`config.mk`:
```
export PLATFORM = sky130hd
export DESIGN_NAME = id_imm_pipe
export DESIGN_NICKNAME = d
export VERILOG_FILES = /design/src/rtl/id_imm_pipe.sv
export SDC_FILE = /design/constraint.sdc
export NUM_CORES = 1
export LEC_CHECK = 0
export CAP_MARGIN = 20
export CELL_PAD_IN_SITES_DETAIL_PLACEMENT = 1
export CELL_PAD_IN_SITES_GLOBAL_PLACEMENT = 1
export CORE_MARGIN = 2
export CORE_UTILIZATION = 34
export DETAILED_ROUTE_END_ITERATION = 7
export PLACE_DENSITY_LB_ADDON = 0.1
export SLEW_MARGIN = 10
export SYNTH_ARGS = -nofsm -noshare
export SYNTH_HDL_FRONTEND = slang
export SYNTH_SLANG_ARGS = --single-unit
```
`constraint.sdc`:
```
create_clock -name clk -period 4.8 [get_ports clk]
set_clock_uncertainty 0.15 [all_clocks]
set_input_delay 1.2 -clock clk [delete_from_list [all_inputs] [get_ports clk]]
set_output_delay 1.2 -clock clk [all_outputs]
set_load 0.02 [all_outputs]
```
`src/rtl/id_imm_pipe.sv`:
```
// Decode-stage immediate generator and PC-target adder behind a two-entry
// elastic buffer (main + skid) so that in_ready comes straight from a flop.
module id_imm_pipe #(
  parameter int unsigned XLEN = 32
) (
  input  logic            clk,
  input  logic            reset,
  input  logic            flush,
  input  logic            in_valid,
  output logic            in_ready,
  input  logic [31:7]     instr,
  input  logic [2:0]      ImmSrc,
  input  logic [XLEN-1:0] pc,
  output logic            out_valid,
  input  logic            out_ready,
  output logic [XLEN-1:0] ImmExt,
  output logic [XLEN-1:0] PCTarget,
  output logic            out_illegal
);

  typedef enum logic [2:0] {
    IMM_I     = 3'b000,
    IMM_S     = 3'b001,
    IMM_B     = 3'b010,
    IMM_J     = 3'b011,
    IMM_U     = 3'b100,
    IMM_SHAMT = 3'b101,
    IMM_ZIMM  = 3'b110,
    IMM_ILL   = 3'b111
  } imm_sel_e;

  typedef struct packed {
    logic [XLEN-1:0] imm;
    logic [XLEN-1:0] tgt;
    logic            ill;
  } entry_t;

  imm_sel_e w_sel;
  logic [XLEN-1:0] w_imm;
  entry_t w_in;

  entry_t r_m;
  entry_t r_s;
  logic   r_m_valid;
  logic   r_s_valid;
  logic   r_in_ready;

  entry_t w_m_nxt;
  entry_t w_s_nxt;
  logic   w_m_valid_nxt;
  logic   w_s_valid_nxt;
  logic   w_accept;
  logic   w_drain;

  assign w_sel = imm_sel_e'(ImmSrc);

  // Sign formats start from an all-sign word and overwrite the low field.
  always_comb begin
    w_imm = '0;
    unique case (w_sel)
      IMM_I: begin
        w_imm       = {XLEN{instr[31]}};
        w_imm[11:0] = instr[31:20];
      end
      IMM_S: begin
        w_imm       = {XLEN{instr[31]}};
        w_imm[11:0] = {instr[31:25], instr[11:7]};
      end
      IMM_B: begin
        w_imm       = {XLEN{instr[31]}};
        w_imm[12:0] = {instr[31], instr[7], instr[30:25], instr[11:8], 1'b0};
      end
      IMM_J: begin
        w_imm       = {XLEN{instr[31]}};
        w_imm[20:0] = {instr[31], instr[19:12], instr[20], instr[30:21], 1'b0};
      end
      IMM_U: begin
        w_imm       = {XLEN{instr[31]}};
        w_imm[31:0] = {instr[31:12], 12'b0};
      end
      IMM_SHAMT: begin
        if (XLEN == 64) w_imm[5:0] = instr[25:20];
        else            w_imm[4:0] = instr[24:20];
      end
      IMM_ZIMM: w_imm[4:0] = instr[19:15];
      IMM_ILL:  w_imm = '0;
      default:  w_imm = '0;
    endcase
  end

  always_comb begin
    w_in.imm = w_imm;
    w_in.tgt = pc + w_imm;
    w_in.ill = (w_sel == IMM_ILL);
  end

  assign w_accept = in_valid & r_in_ready;
  assign w_drain  = r_m_valid & out_ready;

  // S is only writable while empty (in_ready=1), so an accept never
  // collides with S moving into M.
  always_comb begin
    w_m_nxt       = r_m;
    w_s_nxt       = r_s;
    w_m_valid_nxt = r_m_valid;
    w_s_valid_nxt = r_s_valid;
    if (flush) begin
      w_m_valid_nxt = 1'b0;
      w_s_valid_nxt = 1'b0;
    end else if (!r_m_valid || w_drain) begin
      if (r_s_valid) begin
        w_m_nxt       = r_s;
        w_m_valid_nxt = 1'b1;
        w_s_valid_nxt = 1'b0;
      end else begin
        w_m_valid_nxt = w_accept;
        if (w_accept) w_m_nxt = w_in;
      end
    end else if (w_accept) begin
      w_s_nxt       = w_in;
      w_s_valid_nxt = 1'b1;
    end
  end

  always_ff @(posedge clk or posedge reset) begin
    if (reset) begin
      r_m        <= '0;
      r_s        <= '0;
      r_m_valid  <= 1'b0;
      r_s_valid  <= 1'b0;
      r_in_ready <= 1'b1;
    end else begin
      r_m        <= w_m_nxt;
      r_s        <= w_s_nxt;
      r_m_valid  <= w_m_valid_nxt;
      r_s_valid  <= w_s_valid_nxt;
      r_in_ready <= ~w_s_valid_nxt;
    end
  end

  assign in_ready    = r_in_ready;
  assign out_valid   = r_m_valid;
  assign ImmExt      = r_m.imm;
  assign PCTarget    = r_m.tgt;
  assign out_illegal = r_m.ill;

endmodule
```
==> results of run 1 <==
## metrics by stage
stage	setup TNS, ns	instances	setup WS, ns	instance area [sq um]
6_report	0	1349	0.225	10600
4_1_cts	0	1349	0.0274	10600
3_3_place_gp	-4.12	1317	-0.225	10000
5_1_grt	0	1349	0.00183	10600
2_1_floorplan	0	850	0.243	7680
3_5_place_dp	-7.25	1317	-0.375	10000
## layout by cell type, fill, tap and decap left out, drive strengths merged, types with 11 or more instances in the layout
cell | synthesis | final
dfrtp | 132 | 132
nand2 | 132 | 132
clkdlybuf4s50 | 0 | 131
o21ai | 114 | 114
buf | 7 | 111
a21oi | 96 | 96
nor2 | 46 | 46
mux2i | 33 | 33
ha | 31 | 31
inv | 22 | 31
mux2 | 27 | 27
xnor2 | 19 | 19
clkbuf | 48 | 17
a21o | 13 | 13
nand2b | 12 | 12
o21a | 12 | 12
and3 | 11 | 11
## flip-flops by register name, indices dropped and copies added, names as in the netlist
register,flops
out_illegal,1
ImmExt,32
in_ready,1
r_s,65
r_s_valid,1
PCTarget,32
out_valid,1
## worst min-delay path by stage
stage / startpoint / end / cells past startpoint
after floorplan: r_s[30] / r_s[30] / 2
after detailed placement: r_s[31] / r_s[31] / 2
after global routing: r_s[31] / r_s[31] / 2
final: r_s[64] / r_s[64] / 2
after CTS: ImmExt[7] / ImmExt[7] / 2
after global placement: r_s[24] / r_s[24] / 2
## layout make-up
class                           count  area, sq um  share of cell area, %
Clock buffer                       17          425                   4.01
Clock inverter                     15          135                   1.27
Inverter                           22         86.3                  0.814
Multi-Input combinational cell    640         4090                   38.6
Sequential cell                   133         3330                   31.4
Tap cell                          280          350                   3.30
Timing Repair Buffer              242         2180                   20.6
## power breakdown
part,switching [uW],internal [uW]
Clock,588,684
Combinational,670,643
Sequential,151,1390
## logic make-up after synthesis
logic type      Yosys count  synth area share (%)
xor+xnor                 29                  3.31
mux                      60                  8.26
compound gates          272                  21.4
buf+inv                  77                  3.77
simple gates            247                  14.6
flops                   133                  43.4
fa+ha+maj                32                  5.31
## cells in the mapped netlist (2+ instances only)
cell,n,area (sq um)
sky130_fd_sc_hd__xnor2_1,19,166
sky130_fd_sc_hd__nor2b_1,8,50.1
sky130_fd_sc_hd__a21oi_2,4,35.0
sky130_fd_sc_hd__dfrtp_1,132,3300
sky130_fd_sc_hd__buf_1,7,26.3
sky130_fd_sc_hd__xor2_1,10,87.6
sky130_fd_sc_hd__o22a_1,8,70.1
sky130_fd_sc_hd__nor3_1,4,20.0
sky130_fd_sc_hd__clkbuf_1,48,180
sky130_fd_sc_hd__inv_1,22,82.6
sky130_fd_sc_hd__o21a_1,10,75.1
sky130_fd_sc_hd__and4_1,3,26.3
sky130_fd_sc_hd__nor3b_1,3,22.5
sky130_fd_sc_hd__o31ai_2,2,25.0
sky130_fd_sc_hd__o21ai_2,2,17.5
sky130_fd_sc_hd__mux2i_1,33,330
sky130_fd_sc_hd__and3_1,11,68.8
sky130_fd_sc_hd__a22o_1,4,35.0
sky130_fd_sc_hd__o21ai_1,11,55.1
sky130_fd_sc_hd__nand4_1,7,43.8
sky130_fd_sc_hd__a21oi_1,92,460
sky130_fd_sc_hd__o211ai_1,4,30.0
sky130_fd_sc_hd__o31ai_1,2,15.0
sky130_fd_sc_hd__o21a_4,2,30.0
sky130_fd_sc_hd__o21ai_0,101,505
sky130_fd_sc_hd__ha_1,31,388
sky130_fd_sc_hd__nand3_1,8,40.0
sky130_fd_sc_hd__nand2b_1,12,75.1
sky130_fd_sc_hd__nor2_1,46,173
sky130_fd_sc_hd__or3_1,2,12.5
sky130_fd_sc_hd__and2_1,2,12.5
sky130_fd_sc_hd__a21o_1,13,97.6
sky130_fd_sc_hd__mux2_2,27,304
sky130_fd_sc_hd__a31oi_1,5,31.3
sky130_fd_sc_hd__nand3b_1,2,15.0
sky130_fd_sc_hd__or2_2,2,12.5
sky130_fd_sc_hd__nand2_1,132,495
## layer usage
metal,global-route usage [%],vias to the layer above
met5,0,-
met4,4.59,0
met3,3.89,14
met2,33.9,109
met1,29.0,3298
li1,-,3387
## worst register-to-register path, stage by stage (launching register included)
cell	delay (ns)
sky130_fd_sc_hd__dfrtp_4	0.68
sky130_fd_sc_hd__a21oi_1	0.33
sky130_fd_sc_hd__nor2_1	0.14
sky130_fd_sc_hd__nand2_4	0.59
sky130_fd_sc_hd__buf_4	0.53
sky130_fd_sc_hd__o21ai_0	0.18
==> summary.txt, run 1 <==
Floorplanning
  – Core ar.: 0.0220 sq mm
  – Height of the die: 154 microns
  – Row cnt: 54
  – Die footprint: 0.0238 sq mm
  – Chip width: 154 microns
  – Total I/O pin count: 132
  – Starting utilization of the core area: 35.0%

Clocking
  – Depth of the CTS H-tree: 4
  – Clock root buffer: sky130_fd_sc_hd__clkbuf_16
  – Clock net sink count: 133
  – Hold-fix buffers, CTS: 0
  – Clock-pin slew reported for the worst setup and hold paths after clock tree synthesis: 0.07 ns
  – Number of buffers on the longest clock path: 2
  – Number of clock buffers inserted by TritonCTS: 17
  – Latest clock arrival within the worst-skew pair: 0.43 ns
  – Number of instances resized during post-cts repair: 0
  – Buffers inserted during post-CTS setup optimization: 0
  – CTS tree: done

Timing
  – Count of final hold-check violations: 0
  – Min Clock Period, post-route: 4.58 ns
  – Worst relative slew slack: 45.7%
  – Hold Slack: 0.329 ns
  – Max Transition Viols Final: 0
  – Final-report setup violation count: 0
  – Maximum clock frequency: 219 MHz
  – Unrepaired setup endpoints after global routing: no
  – Worst Tran Pin Value: 0.815 ns
  – Part of the cycle the worst path needs: 95.3%

Logic synthesis
  – Mean instance size in the synthesized netlist: 9.03 sq um
  – Most used flip-flop cell after synthesis: sky130_fd_sc_hd__dfrtp_1
  – Seq/Total Area, Yosys: 43.4%
  – Total number of yosys warnings: 0
  – Post-synthesis cell type count: 56
  – Synthesis-stage register bit count: 133
  – Cells after Synth: 850
  – Synth Net Count: 947
  – Post-synthesis cell area: 0.00768 sq mm
  – FFs w/ async S/R, synth: 100%
  – Number of enable-type register cells in the synthesized netlist: 0

Drt
  – Final routed wirelength across all metal layers: 24.1 mm
  – Wire length on met3: 702 microns
  – Via density per instance: 5.05
  – DR pass1 iterations: 4
  – Per-cell routed wire length: 17.8 microns
  – Initial DRC Count: 281
  – Highest metal layer with signal wires: met4
  – Antenna Nets Post-Route: 0
  – Vias: 6,808
  – Amount of wire on met2 after detailed routing: 11.4 mm
  – Count of unresolved DRC violations after routing: 0
  – Sum of routed wire segments on met1: 11.7 mm

Layout
  – Final-layout fill cell count: 2,550
  – Layout cells sized above 1: 18.9%
  – Number of inserted diodes: 0
  – Post-Route Utilization: 48.3%
  – Area added between synthesis and finish: 38.1%
  – Nets: 1,153

Worst setup path
  – Buffers & Inverters on Critical Path: 2
  – Worst setup path category: input port to flop
  – Depth of the worst register-to-register path: 5
  – Slack of the worst reg-to-reg path: 2.05 ns
  – Maximum fanout along the worst path: 6
  – CP startpoint: ImmSrc[0]
  – Worst setup path endpoint: PCTarget[22]
  – Kind of cell with the highest combined delay on the critical path: compound AO/OA/AOI/OAI gates
  – Crit. path cell count: 16
  – Slowest stage cell, crit path: sky130_fd_sc_hd__clkdlybuf4s50_1
  – Worst path cell trace: clkdlybuf4s50_1 -> nor2b_1 -> or2_2 -> mux2i_1 -> o21ai_1 -> ha_1 -> a21o_1 -> and4_4 -> o21a_4 -> a21boi_4 -> o31a_2 -> o21a_4 -> buf_4 -> o21bai_4 -> mux2i_1 -> nand3_1
  – Data arrival, critical path: 4.72 ns
  – CP peak stage delay: 0.49 ns
  – Required time at the worst-slack endpoint: 4.95 ns
  – Critical register-to-register path startpoint: r_s_valid
  – Critical register-to-register path endpoint: ImmExt[13]
  – Nature of the critical path startpoint: input port
  – Critical Path Sink Type: flop

Worst hold path
  – Hold WC Path Type: flop to flop

Flow run
  – Max-cap violations: 0

Pwr
  – Pwr Total: 4120 uW
  – Power Density: 389 mW/mm^2
  – Leakage: 0.00484 uW
  – VDD IR-drop max: 0.251 mV

Global routing
  – Leftover overflow at the end of global routing: 0
  – Antenna violations before repair: 0
  – Global-route wire length before repair: 38.7 mm
  – Via count of the first global-routing pass: 7,025
  – Largest net degree at the start of global routing: 104
  – Total global-route track usage: 20.8%

Placement
  – Count of port buffers added during placement: 131
  – HPWL reported at the end of detailed placement: 18.4 mm
  – Global placer's final weighted congestion: 0.834

Outcome
  – Status: finished, final reports clean
No activity file was read; power rests on OpenSTA's default activity.
==> run 2, diff against run 1 <==
- CORE_UTILIZATION: 34 -> 37
==> run 2 against run 1 <==
Clock power is 4% higher; worst setup slack improved by 0.022 ns; critical path type unchanged; hold slack improved by 0.0011 ns; critical path depth rose by 2; sequential power about the same; fmax is 0.49% higher; highest routed layer unchanged; design area is 1.3% lower; core utilization up 3.3 points; first-iteration DRC count is 11% higher; clock-buffer cell count up 1; sequential share of layout area grew 0.42 points; non-clock buffer count down 20.
==> summary.txt, run 2 (synthesis gave the netlist of run 1 again) <==
Pwr
  – Power Density: 399 mW/mm^2 (+2.7%)
  – Pwr Total: 4180 uW (+1.3%)
  – Clock Power Share: 31.6% (+0.8 points)
  – Share of power burned in registers: 36.9% (-0.4 points)
  – VDD IR-drop max: 0.265 mV (+5.7%)
  – Net switching component of the power: 1390 uW (-1.3%)
  – Leakage: 0.00476 uW (-1.7%)
  – Design internal power: 2790 uW (+2.7%)
  – Switching share of power: 33.3% (-0.89 points)
  – Proportion of power drawn by combinational gates: 31.5% (-0.4 points)

Layout
  – Register with the highest flop count: r_s
  – Number of flip-flops under the largest register name: 65 (unchanged)
  – Number of inserted diodes: 0 (unchanged)
  – Post-Route Utilization: 51.5% (+3.3 points)
  – Commonest non-fill, non-tap cells in the layout: 131 x sky130_fd_sc_hd__dfrtp_1, 131 x sky130_fd_sc_hd__nand2_1, 130 x sky130_fd_sc_hd__clkdlybuf4s50_1
  – Post-Layout Cell Count: 1,318 (-2.3%)
  – Final-layout fill cell count: 2,345 (-8.0%)
  – Layout cells sized above 1: 17.6% (-1.3 points)
  – Area added between synthesis and finish: 36.3%
  – Nets: 1,133 (-1.7%)

Placement
  – Count of port buffers added during placement: 131 (unchanged)
  – Instance count after placement with tap cells included: 1,287 (-2.3%)
  – HPWL reported at the end of detailed placement: 18.9 mm (+2.9%)
  – Global placer's final weighted congestion: 0.844 (+1.1%)

Worst setup path
  – Buffers & Inverters on Critical Path: 2 (unchanged)
  – CP peak stage delay: 0.46 ns (-0.03 ns)
  – Slack of the worst reg-to-reg path: 2.08 ns (+0.03 ns)
  – Kind of cell with the highest combined delay on the critical path: compound AO/OA/AOI/OAI gates
  – Data arrival, critical path: 4.75 ns (+0.03 ns)
  – Maximum fanout along the worst path: 3 (-3)
  – Dominant cell type by count on the critical path: sky130_fd_sc_hd__o21a_4
  – Slowest stage cell, crit path: sky130_fd_sc_hd__or4b_1
  – Worst setup path category: input port to flop
  – Required time at the worst-slack endpoint: 5.00 ns (+0.05 ns)
  – Critical Path Sink Type: flop
  – Nature of the critical path startpoint: input port
  – Worst path cell trace: clkdlybuf4s50_1 -> nand2_1 -> o21ai_0 -> a22oi_1 -> nor2_1 -> a31oi_1 -> inv_1 -> ha_1 -> fa_1 -> a21o_1 -> and4_4 -> o21a_4 -> a21boi_4 -> o31a_2 -> o21a_4 -> o21ai_2 -> or4b_1 -> nand3_1

Timing
  – Unrepaired setup endpoints after global routing: no
  – Part of the cycle the worst path needs: 94.9% (-0.46 points)
  – Hold Slack: 0.330 ns (+0.00112 ns)
  – Worst Tran Pin Value: 0.825 ns (+0.00945 ns)
  – Worst relative slew slack: 45.0% (-0.63 points)
  – Sum of negative setup slack: 0 ns (unchanged)
  – Maximum clock frequency: 220 MHz (+0.49%)
  – Final-report setup violation count: 0 (unchanged)
  – Max Transition Viols Final: 0 (unchanged)
  – Count of final hold-check violations: 0 (unchanged)
  – Min Clock Period, post-route: 4.55 ns (-0.0221 ns)

Drt
  – Amount of wire on met2 after detailed routing: 12.7 mm (+11%)
  – Antenna Nets Post-Route: 0 (unchanged)
  – Vias: 6,952 (+2.1%)
  – Highest metal layer with signal wires: met4
  – Initial DRC Count: 313 (+11%)
  – Final routed wirelength across all metal layers: 25.3 mm (+5.3%)
  – Via density per instance: 5.27 (+4.5%)
  – Count of unresolved DRC violations after routing: 0 (unchanged)
  – Sum of routed wire segments on met1: 11.4 mm (-2.6%)
  – Wire length on met3: 808 microns (+15%)
  – DR pass1 iterations: 4 (unchanged)
  – Per-cell routed wire length: 19.2 microns (+7.7%)

Global routing
  – Via count of the first global-routing pass: 7,521 (+7.1%)
  – Leftover overflow at the end of global routing: 0 (unchanged)
  – Global-route wire length before repair: 41.2 mm (+6.2%)
  – Total global-route track usage: 23.9% (+3.0 points)
  – Antenna violations before repair: 0 (unchanged)
  – Largest net degree at the start of global routing: 134 (+29%)

Floorplanning
  – Die footprint: 0.0219 sq mm (-7.9%)
  – Total I/O pin count: 132 (unchanged)
  – Core ar.: 0.0203 sq mm (-7.6%)
  – Height of the die: 148 microns (-4.0%)
  – Chip width: 148 microns (-4.0%)
  – Starting utilization of the core area: 37.8% (+2.9 points)
  – Row cnt: 52 (-3.7%)

Worst hold path
  – Hold WC Path Type: flop to flop

Clocking
  – Number of clock buffers inserted by TritonCTS: 17 (unchanged)
  – Latest clock arrival within the worst-skew pair: 0.42 ns (about the same)
  – Number of buffers on the longest clock path: 2 (unchanged)
  – Clock root buffer: sky130_fd_sc_hd__clkbuf_16
  – Clock net sink count: 133 (unchanged)
  – Clock-pin slew reported for the worst setup and hold paths after clock tree synthesis: 0.06 ns (about the same)
  – Depth of the CTS H-tree: 4 (unchanged)
  – CTS tree: done
  – Hold-fix buffers, CTS: 0 (unchanged)

Flow run
  – Max-cap violations: 0 (unchanged)

Outcome
  – Status: finished, final reports clean
-- run 2: cell types whose count changed in the layout (fill, tap and decap cells not counted), moves of 2 or more --
cell / previous run / this run
sky130_fd_sc_hd__buf_4: 108 / 89
sky130_fd_sc_hd__xnor2_2: 0 / 2
sky130_fd_sc_hd__clkinvlp_4: 3 / 5
sky130_fd_sc_hd__bufinv_16: 0 / 2
sky130_fd_sc_hd__xnor2_1: 19 / 17
sky130_fd_sc_hd__inv_6: 6 / 3
sky130_fd_sc_hd__inv_8: 4 / 1
-- run 2: worst register-to-register path, delay by kind of cell (launching register included) --
kind,cells,cell delay (ns)
simple gates,2,0.73
compound gates,2,0.52
flops,1,0.69
buf+inv,1,0.49
-- run 2: through the flow --
step | setup WS (ns) | area (sq um)
2_1_floorplan | 0.243 | 7680
3_3_place_gp | -0.295 | 9850
3_5_place_dp | -0.384 | 9850
4_1_cts | 0.0376 | 10400
5_1_grt | 0.0105 | 10500
6_report | 0.247 | 10500
-- run 2: worst paths after layout --
check	startpoint	end	depth (start not counted)
worst max register to register	r_s_valid	ImmExt[3]	5
worst min register to register	r_s[26]	r_s[26]	2
min in group asynchronous	reset	r_s[2]	3
worst min-delay path	r_s[26]	r_s[26]	2
max in group asynchronous	reset	r_s[46]	3
worst max-delay path	ImmSrc[2]	PCTarget[24]	18
-- run 2: what timing repair did --
action	4_1_cts	5_1_grt
setup endpoints to repair	0	26
resized for setup	0	12
buffers inserted	0	0
-- run 2: routing by layer --
layer / track usage (%) / vias up
met5: 0 / -
met4: 6.52 / 0
met3: 2.90 / 27
met2: 41.2 / 138
met1: 31.7 / 3434
li1: - / 3353
-- run 2: cell type report --
type                            count  area, sq um  area share (%)
Sequential cell                   133         3330            31.9
Inverter                           22         86.3           0.825
Clock inverter                     13          150            1.43
Multi-Input combinational cell    640         4110            39.2
Tap cell                          270          338            3.23
Timing Repair Buffer              222         2020            19.3
Clock buffer                       18          429            4.10
-- run 2: power groups by stage --
| stage | clock, uW | combinational [uW] | sequential [uW] |
|---|---|---|---|
| after CTS | 1350 | 1330 | 1550 |
| after detailed placement | 0 | 1310 | 1560 |
| after floorplan | 0 | 586 | 1660 |
| after global placement | 0 | 1270 | 1550 |
| final | 1320 | 1320 | 1540 |
| after global routing | 1390 | 1450 | 1580 |
